**src/rtl/robot_sense_pkg.sv**
```systemverilog
// Shared constants, state encodings and sizing helper for the robot
// sensor-conditioning block.
package robot_sense_pkg;

  localparam int N_CH_DEF     = 5;
  localparam int DEBOUNCE_DEF = 4;
  localparam int GCNT_W_DEF   = 8;

  typedef enum logic {CH_STABLE, CH_PENDING} ch_state_e;
  typedef enum logic {TOP_INIT,  TOP_RUN}    top_state_e;

  // Counter wide enough to hold 0..DEBOUNCE.
  function automatic int cnt_width(input int debounce);
    return $clog2(debounce + 1);
  endfunction

endpackage

```
**src/rtl/robot_debounce_ch.sv**
```systemverilog
// One sensor channel: 2-flop synchronizer followed by a consecutive-sample
// debounce FSM that reports level-change and rejected-glitch events.
module robot_debounce_ch
  import robot_sense_pkg::*;
#(
  parameter int DEBOUNCE = DEBOUNCE_DEF
) (
  input  logic clk,
  input  logic rst,
  input  logic i_raw,
  output logic o_q,
  output logic o_q_next,
  output logic o_change,
  output logic o_glitch
);

  localparam int            CW       = cnt_width(DEBOUNCE);
  localparam logic [CW-1:0] CNT_LAST = CW'(DEBOUNCE - 1);

  logic          r_s1, r_s2, r_q;
  logic [CW-1:0] r_cnt;
  ch_state_e     r_state;

  logic          w_q_next, w_change, w_glitch;
  logic [CW-1:0] w_cnt_next;
  ch_state_e     w_state_next;

  // NOTE: sequential state uses non-blocking assignments so every flop samples pre-edge values.
  always_ff @(posedge clk or posedge rst) begin
    if (rst) begin
      r_s1    <= 1'b0;
      r_s2    <= 1'b0;
      r_q     <= 1'b0;
      r_cnt   <= '0;
      r_state <= CH_STABLE;
    end else begin
      r_s1    <= i_raw;
      r_s2    <= r_s1;
      r_q     <= w_q_next;
      r_cnt   <= w_cnt_next;
      r_state <= w_state_next;
    end
  end

  // NOTE: every signal gets a default first so no path through the case infers a latch.
  always_comb begin
    w_state_next = r_state;
    w_cnt_next   = r_cnt;
    w_q_next     = r_q;
    w_change     = 1'b0;
    w_glitch     = 1'b0;
    case (r_state)
      CH_STABLE: begin
        if (r_s2 != r_q) begin
          w_state_next = CH_PENDING;
          w_cnt_next   = CW'(1);
        end else begin
          w_cnt_next   = '0;
        end
      end
      CH_PENDING: begin
        if (r_s2 == r_q) begin
          w_state_next = CH_STABLE;
          w_cnt_next   = '0;
          w_glitch     = 1'b1;
        end else if (r_cnt == CNT_LAST) begin
          w_state_next = CH_STABLE;
          w_cnt_next   = '0;
          w_q_next     = ~r_q;
          w_change     = 1'b1;
        end else begin
          w_cnt_next   = r_cnt + CW'(1);
        end
      end
    endcase
  end

  assign o_q      = r_q;
  assign o_q_next = w_q_next;
  assign o_change = w_change;
  assign o_glitch = w_glitch;

endmodule

```
**src/rtl/robot_sensor_conditioner.sv**
```systemverilog
// Conditions the raw limit-switch lines into clean x1..x5 levels with edge
// pulses, a power-up ready flag and a saturating glitch counter.
module robot_sensor_conditioner
  import robot_sense_pkg::*;
#(
  parameter int N_CH     = N_CH_DEF,
  parameter int DEBOUNCE = DEBOUNCE_DEF,
  parameter int GCNT_W   = GCNT_W_DEF
) (
  input  logic              clk,
  input  logic              rst,
  input  logic [N_CH-1:0]   raw_in,
  input  logic              glitch_clr,
  output logic [N_CH-1:0]   x_out,
  output logic [N_CH-1:0]   rise,
  output logic [N_CH-1:0]   fall,
  output logic              ready,
  output logic [GCNT_W-1:0] glitch_count
);

  localparam int                INIT_W    = $clog2(DEBOUNCE + 2);
  localparam logic [INIT_W-1:0] INIT_LAST = INIT_W'(DEBOUNCE + 1);
  localparam int                POP_W     = $clog2(N_CH + 1);
  localparam int                SUM_W     = GCNT_W + 1;
  localparam logic [SUM_W-1:0]  GCNT_MAX  = {1'b0, {GCNT_W{1'b1}}};

  logic [N_CH-1:0] w_q, w_q_next, w_change, w_glitch;

  for (genvar i = 0; i < N_CH; i++) begin : gen_ch
    robot_debounce_ch #(.DEBOUNCE(DEBOUNCE)) u_ch (
      .clk      (clk),
      .rst      (rst),
      .i_raw    (raw_in[i]),
      .o_q      (w_q[i]),
      .o_q_next (w_q_next[i]),
      .o_change (w_change[i]),
      .o_glitch (w_glitch[i])
    );
  end

  top_state_e        r_state, w_state_next;
  logic [INIT_W-1:0] r_init_cnt, w_init_cnt_next;
  logic              w_load;

  logic [N_CH-1:0]   r_x, r_rise, r_fall, w_x_next, w_rise_next, w_fall_next;
  logic              r_ready, w_ready_next;
  logic [GCNT_W-1:0] r_gcnt, w_gcnt_next;
  logic [POP_W-1:0]  w_pop;
  logic [SUM_W-1:0]  w_sum;

  always_ff @(posedge clk or posedge rst) begin
    if (rst) begin
      r_state    <= TOP_INIT;
      r_init_cnt <= '0;
      r_x        <= '0;
      r_rise     <= '0;
      r_fall     <= '0;
      r_ready    <= 1'b0;
      r_gcnt     <= '0;
    end else begin
      r_state    <= w_state_next;
      r_init_cnt <= w_init_cnt_next;
      r_x        <= w_x_next;
      r_rise     <= w_rise_next;
      r_fall     <= w_fall_next;
      r_ready    <= w_ready_next;
      r_gcnt     <= w_gcnt_next;
    end
  end

  always_comb begin
    w_state_next    = r_state;
    w_init_cnt_next = r_init_cnt;
    w_load          = 1'b0;
    case (r_state)
      TOP_INIT: begin
        if (r_init_cnt == INIT_LAST) begin
          w_state_next = TOP_RUN;
          w_load       = 1'b1;
        end else begin
          w_init_cnt_next = r_init_cnt + INIT_W'(1);
        end
      end
      TOP_RUN: w_state_next = TOP_RUN;
    endcase
  end

  always_comb begin
    w_pop = '0;
    for (int i = 0; i < N_CH; i++) w_pop = w_pop + POP_W'(w_glitch[i]);
  end

  assign w_sum = SUM_W'(r_gcnt) + SUM_W'(w_pop);

  // x_out tracks the channel's next level so it moves on the same edge as q.
  always_comb begin
    w_x_next     = '0;
    w_rise_next  = '0;
    w_fall_next  = '0;
    w_ready_next = 1'b0;
    w_gcnt_next  = r_gcnt;
    if (r_state == TOP_RUN) begin
      w_x_next     = w_q_next;
      w_rise_next  = w_change & ~w_q;
      w_fall_next  = w_change & w_q;
      w_ready_next = 1'b1;
      if (glitch_clr)            w_gcnt_next = '0;
      else if (w_sum > GCNT_MAX) w_gcnt_next = GCNT_MAX[GCNT_W-1:0];
      else                       w_gcnt_next = w_sum[GCNT_W-1:0];
    end else if (w_load) begin
      w_x_next     = w_q_next;
      w_ready_next = 1'b1;
    end
  end

  assign x_out        = r_x;
  assign rise         = r_rise;
  assign fall         = r_fall;
  assign ready        = r_ready;
  assign glitch_count = r_gcnt;

endmodule

```
**config.mk**
```make
export PLATFORM = sky130hd
export DESIGN_NAME = robot_sensor_conditioner
export DESIGN_NICKNAME = d
export VERILOG_FILES = /design/src/rtl/robot_sense_pkg.sv /design/src/rtl/robot_debounce_ch.sv /design/src/rtl/robot_sensor_conditioner.sv
export SDC_FILE = /design/constraint.sdc
export NUM_CORES = 1
export LEC_CHECK = 0
export BUFFER_PORTS_ARGS = -buffer_cell sky130_fd_sc_hd__buf_4
export CORE_MARGIN = 10
export CORE_UTILIZATION = 30
export DETAILED_ROUTE_END_ITERATION = 12
export PLACE_DENSITY = 0.48
export SKIP_LAST_GASP = 1
export SLEW_MARGIN = 20
export SYNTH_ARGS = -nofsm -noshare
export SYNTH_HDL_FRONTEND = slang
export SYNTH_SLANG_ARGS = --single-unit
```
**constraint.sdc**
```tcl
create_clock -name clk -period 4.2 [get_ports clk]
set_input_delay 0.84 -clock clk [delete_from_list [all_inputs] [get_ports clk]]
set_output_delay 0.84 -clock clk [all_outputs]
set_load 0.05 [all_outputs]
```
* Word-level counts from Yosys, hierarchy flattened *
Cells that the tools add are included.

word-level totals
  register bits = 63
  bits in latches = 0
  RAM bits = 0
  ROM bits = 0
  bits of input ports = 8
  output and inout port bits = 24
  word-level logic and storage cells = 167
  memories kept = 0

operators by class
  $add $sub $neg = 11
  multiply operators = 0
  divide/modulo/power cells = 0
  order comparisons = 1
  eq/ne operators = 16
  shifts and indexed selects = 0
  mux-type cells = 91
  bitwise logic cells = 15
  reduce and logical (&&, ||, !) cells = 1

operators by type and width
  kind                 number
  $mux 1               64
  $mux 3               10
  $pmux 3 s2           5
  $mux 5               4
  $add 3x1->3 const B  6
  $mux 8               2
  $eq 3x2->1 const B   5
  $not 1->1            12
  $pmux 1 s2           6
  $and 5x5->5          2
  $add 8x3->9          1
  $gt 9x8->1 const B   1
  $add 3x1->3          2
  $eq 1x1->1           5
  $ne 1x1->1           5
  $not 5->5            1
  $add 2x1->3          1
  $eq 3x3->1 const B   1
  $add 1x1->2          1
  $reduce_and 2->1     1

* Depth between registers and ports, before layout *
  depth after elaboration = 11
  gate-level depth with buffers = 13

* Cells and area by module *
A second synthesis with hierarchy kept.

unflattened totals
  cell total of the unflattened synthesis = 222
  area, all modules = 2,820.2 µm²

by module, submodules not included
  module                    times used  cells an instance  area an instance (µm²)
  robot_debounce_ch         5           21                 300.3
  robot_sensor_conditioner  1           117                1,318.8

* Least setup slack after synthesis *
OpenSTA, ideal clock, no wires.

  path kind = register -> register
  start point = register gen_ch[0].u_ch.r_s2
  end point = register r_gcnt[5] (netlist: glitch_count[5])
  setup time = 0.087 ns
  arrival = 3.032 ns
  data required time = 4.113 ns
  slack = 1.082 ns
  stages on the path, launching flop included = 14
  cells stage by stage = dfrtp_1 -> xnor2_1 -> and2_1 -> fa_1 -> inv_1 -> fa_1 -> inv_1 -> ha_1 -> inv_1 -> fa_1 -> nor2b_2 -> o211ai_4 -> and4_4 -> a211oi_2

on the way
  cells in the longest elaborated chain, start to end = 11

ends and longest elaborated chain
  element                     RTL line                         RTL
  start, declared             robot_debounce_ch.sv:20          logic r_s1, r_s2, r_q;
  start signal, assigned      robot_debounce_ch.sv:38          r_s2 <= r_s1;
  $eq 1x1->1 *                robot_debounce_ch.sv:62          if (r_s2 == r_q) begin
  $mux 1 *                    robot_debounce_ch.sv:62
  $mux 1 *                    robot_debounce_ch.sv:52          case (r_state)
  $add 1x1->2 *               robot_sensor_conditioner.sv:90   for (int i = 0; i < N_CH; i++) w_pop = w_pop + POP_W'(w_glitch[i]);
  $add 2x1->3 *               robot_sensor_conditioner.sv:90
  $add 3x1->3 * (2 in a row)  robot_sensor_conditioner.sv:90
  $add 8x3->9 *               robot_sensor_conditioner.sv:93   assign w_sum = SUM_W'(r_gcnt) + SUM_W'(w_pop);
  $gt 9x8->1                  robot_sensor_conditioner.sv:108  else if (w_sum > GCNT_MAX) w_gcnt_next = GCNT_MAX[GCNT_W-1:0];
  $mux 8 *                    robot_sensor_conditioner.sv:108
  $mux 8 *                    robot_sensor_conditioner.sv:107  if (glitch_clr) w_gcnt_next = '0;
  end signal, assigned        robot_sensor_conditioner.sv:67   r_gcnt <= w_gcnt_next;
  end, declared               robot_sensor_conditioner.sv:47   logic [GCNT_W-1:0] r_gcnt, w_gcnt_next;

Every way passes the cells marked *; elsewhere a longest branch is shown, timed or not.
A chain may end at the register's enable or synchronous reset.

* Worst setup path after layout *
  start point = register gen_ch[0].u_ch.r_s2
  end point = register r_gcnt[4] (netlist: glitch_count[4])

The elaborated chain is that of the path after synthesis.

==> qor.yml <==
drt_iter0_markers: 45
leakage_nw: 1.45
outcome: "finished, final reports clean"
ios: 32
hold_class: "flip-flop to flip-flop"
synthFlopType: "dfrtp_1"
drv_cap: 0
route.detailed.drc: 0
synth_seq_area_share: 0.599
yosys_warnings: 0
arrival_ns: 3.42
wl_mm: 4.73
cts_setup_buffers: 0
first_pass_iters: 4
multi_input_area_um2: 973
detail-route-antenna-nets: 0
path_class: "flip-flop to flip-flop"
dpl.hpwl_mm: 3.35
initial_core_util: 0.305
core-area_um2: 8640
finalCritPeriodShare: 0.773
report.final.setup_viol: 0
synth_area_um2: 2630
period_minus_slack_ns: 3.25
synth_common_cells: "63 x dfrtp_1, 14 x nor3b_1, 11 x ha_1, 11 x inv_1, 11 x nand2_1"
fin_skew_ns: 0.00583
die_y_um: 114
synthCells: 206
reg2reg_depth: 13
gp_congestion: 0.752
cts_hold_buf: 0
worstHoldPathCells: 0
cts-htree-levels: 3
wl_per_cell_um: 13.2
grt_antenna_before_repair: 0
port_buffers: 31
clk_pin_slew_worst_paths_ns: 0.07
nNetsFinal: 268
grt_pass1_wl_mm: 8.27
post_cts_resized: 0
cts_buffers: 9
clock_sinks: 63
ys_top_cells_by_area: "dfrtp_1 60%, ha_1 5.2%, nor3b_1 4.0%"
final_max_slew_viol_count: 0
n_antenna_cell: 0
overflow: 0
crit_fanout: 4
final_util: 0.366
layoutNonFillerInstCount: 358
fin_setup_tns_ns: 0
rsz0062_at_grt: "false"
synth_async_sr_flop_share: 1.00
synth_area_per_cell_um2: 12.8
critPathCaptureType: "flip-flop"
whs_ns: 0.350
clkLatencyLatePin_ns: 0.33
track_usage: 0.0803
place_ws_ns: 0.929
synth_edf_count: 0
powerDensity_nw_per_um2: 638
relSlewSlack: 0.436
ir_drop_v: 0.000381
area_growth_pct: 20.3
clk_path_buf_depth: 2
grt_max_degree: 43
die_area_um2: 12900
fmax_mhz: 308
syn_nets: 228
std_cell_rows: 34
ys_seq_elements: 63
seq_area_um2: 1580
grt_pass1_vias: 1743
ys_types: 41
start_kind: "flip-flop"
tightest_slew_ns: 0.845
synth_area_leader_cell: "dfrtp_1"
layout_setup_ws_ns: 0.954
numPlacedInstances: 343
yosysMostFrequentCell: "dfrtp_1"
cts_tree: "done"
synth_largest_type_area_fraction: 0.599
cp.required_ns: 4.38
drive_gt1_frac: 0.244
hold_viol_final: 0
fillCellCount: 821
drt-vias-per-instance: 4.44
num_vias: 1589
cts_root_buf: "clkbuf_8"
die_x_um: 114
## metal layers
metal  GRT usage  vias to the layer above  wire, um  part of all wire
li1            -                      792         -                 -
met1      0.0937                      753      2190              0.46
met2       0.125                       35      2220              0.47
met3      0.0394                        9       245             0.052
met4      0.0296                        0        74             0.016
met5           0                        -         0                 0
## worst max-delay path: stages, from the launching register on
cell and delay [ns]:
dfrtp_1 0.41, xnor2_1 0.17, and2_1 0.19, fa_1 0.50, inv_1 0.05, fa_1 0.46, inv_1 0.07, ha_1 0.15
inv_1 0.05, fa_1 0.41, nor2b_2 0.22, or2_1 0.17, a41o_1 0.18, a21oi_1 0.07
## where the power goes
part           total [W]  switching, W  internal, W
sequential      0.000843     0.0000963     0.000747
combinational   0.000686      0.000404     0.000283
clock           0.000488      0.000219     0.000269
total            0.00202      0.000719      0.00130
## through the flow
step	total power, W	instance area (um^2)
after floorplan	0.00137	2630
after global placement	0.00155	2990
after detailed placement	0.00156	2990
after CTS	0.00206	3160
after global routing	0.00218	3160
final	0.00202	3160
## cell families (layout without fill, tap and decap cells)
group / count (synthesis) / after routing / share of synthesized area
AO/OA/AOI/OAI: 30 / 30 / 0.0837
XOR/XNOR: 8 / 8 / 0.0266
adder cells (fa/ha/maj): 14 / 14 / 0.0752
buffers and inverters: 19 / 63 / 0.0304
flip-flops: 63 / 63 / 0.599
multiplexers: 5 / 5 / 0.0214
AND/OR/NAND/NOR: 67 / 67 / 0.163
## cell type report
| type | count | share of cell area |
|---|---|---|
| inverters | 16 | 0.0190 |
| clock buffers | 11 | 0.0415 |
| flip-flops and latches | 63 | 0.498 |
| clock inverters | 4 | 0.0150 |
| well taps | 108 | 0.0427 |
| repair buffers | 32 | 0.0759 |
| multi-input cells | 124 | 0.308 |
## placed cells by master, fill, tap and decap left out, drive strengths merged, types with 2 or more instances in the layout
cell type / synthesis / final
buf: 2 / 32
and2: 9 / 9
inv: 16 / 16
nand2: 11 / 11
a211oi: 5 / 5
fa: 3 / 3
xor2: 2 / 2
nand4: 2 / 2
nor3b: 18 / 18
and4: 2 / 2
a21oi: 8 / 8
nor2: 10 / 10
clkinv: 0 / 2
ha: 11 / 11
nand2b: 7 / 7
dfrtp: 63 / 63
o21ai: 5 / 5
mux2: 5 / 5
a31oi: 2 / 2
a32oi: 3 / 3
and3: 2 / 2
xnor2: 6 / 6
clkbuf: 1 / 11
## registers in the layout, indices dropped and copies added (netlist names)
register / cells
rise: 5
gen_ch.u_ch.r_s2: 5
fall: 5
ready: 1
gen_ch.u_ch.r_state: 5
r_init_cnt: 3
gen_ch.u_ch.r_cnt: 15
gen_ch.u_ch.r_s1: 5
x_out: 5
r_state: 1
glitch_count: 8
gen_ch.u_ch.o_q: 5
## worst paths after layout
kind | from | end | slack (ns)
max | gen_ch[0].u_ch.r_s2$_DFF_PP0_ | glitch_count[4]$_DFFE_PP0P_ | 0.95
min | gen_ch[2].u_ch.r_s1$_DFF_PP0_ | gen_ch[2].u_ch.r_s2$_DFF_PP0_ | 0.35
max reg2reg | gen_ch[0].u_ch.r_s2$_DFF_PP0_ | glitch_count[4]$_DFFE_PP0P_ | 0.95
min reg2reg | gen_ch[2].u_ch.r_s1$_DFF_PP0_ | gen_ch[2].u_ch.r_s2$_DFF_PP0_ | 0.35
max in group asynchronous | rst | gen_ch[2].u_ch.o_q$_DFF_PP0_ | 2.72
min in group asynchronous | rst | r_state$_DFF_PP0_ | 0.69
Note: power is estimated with default switching activity, not from simulation.
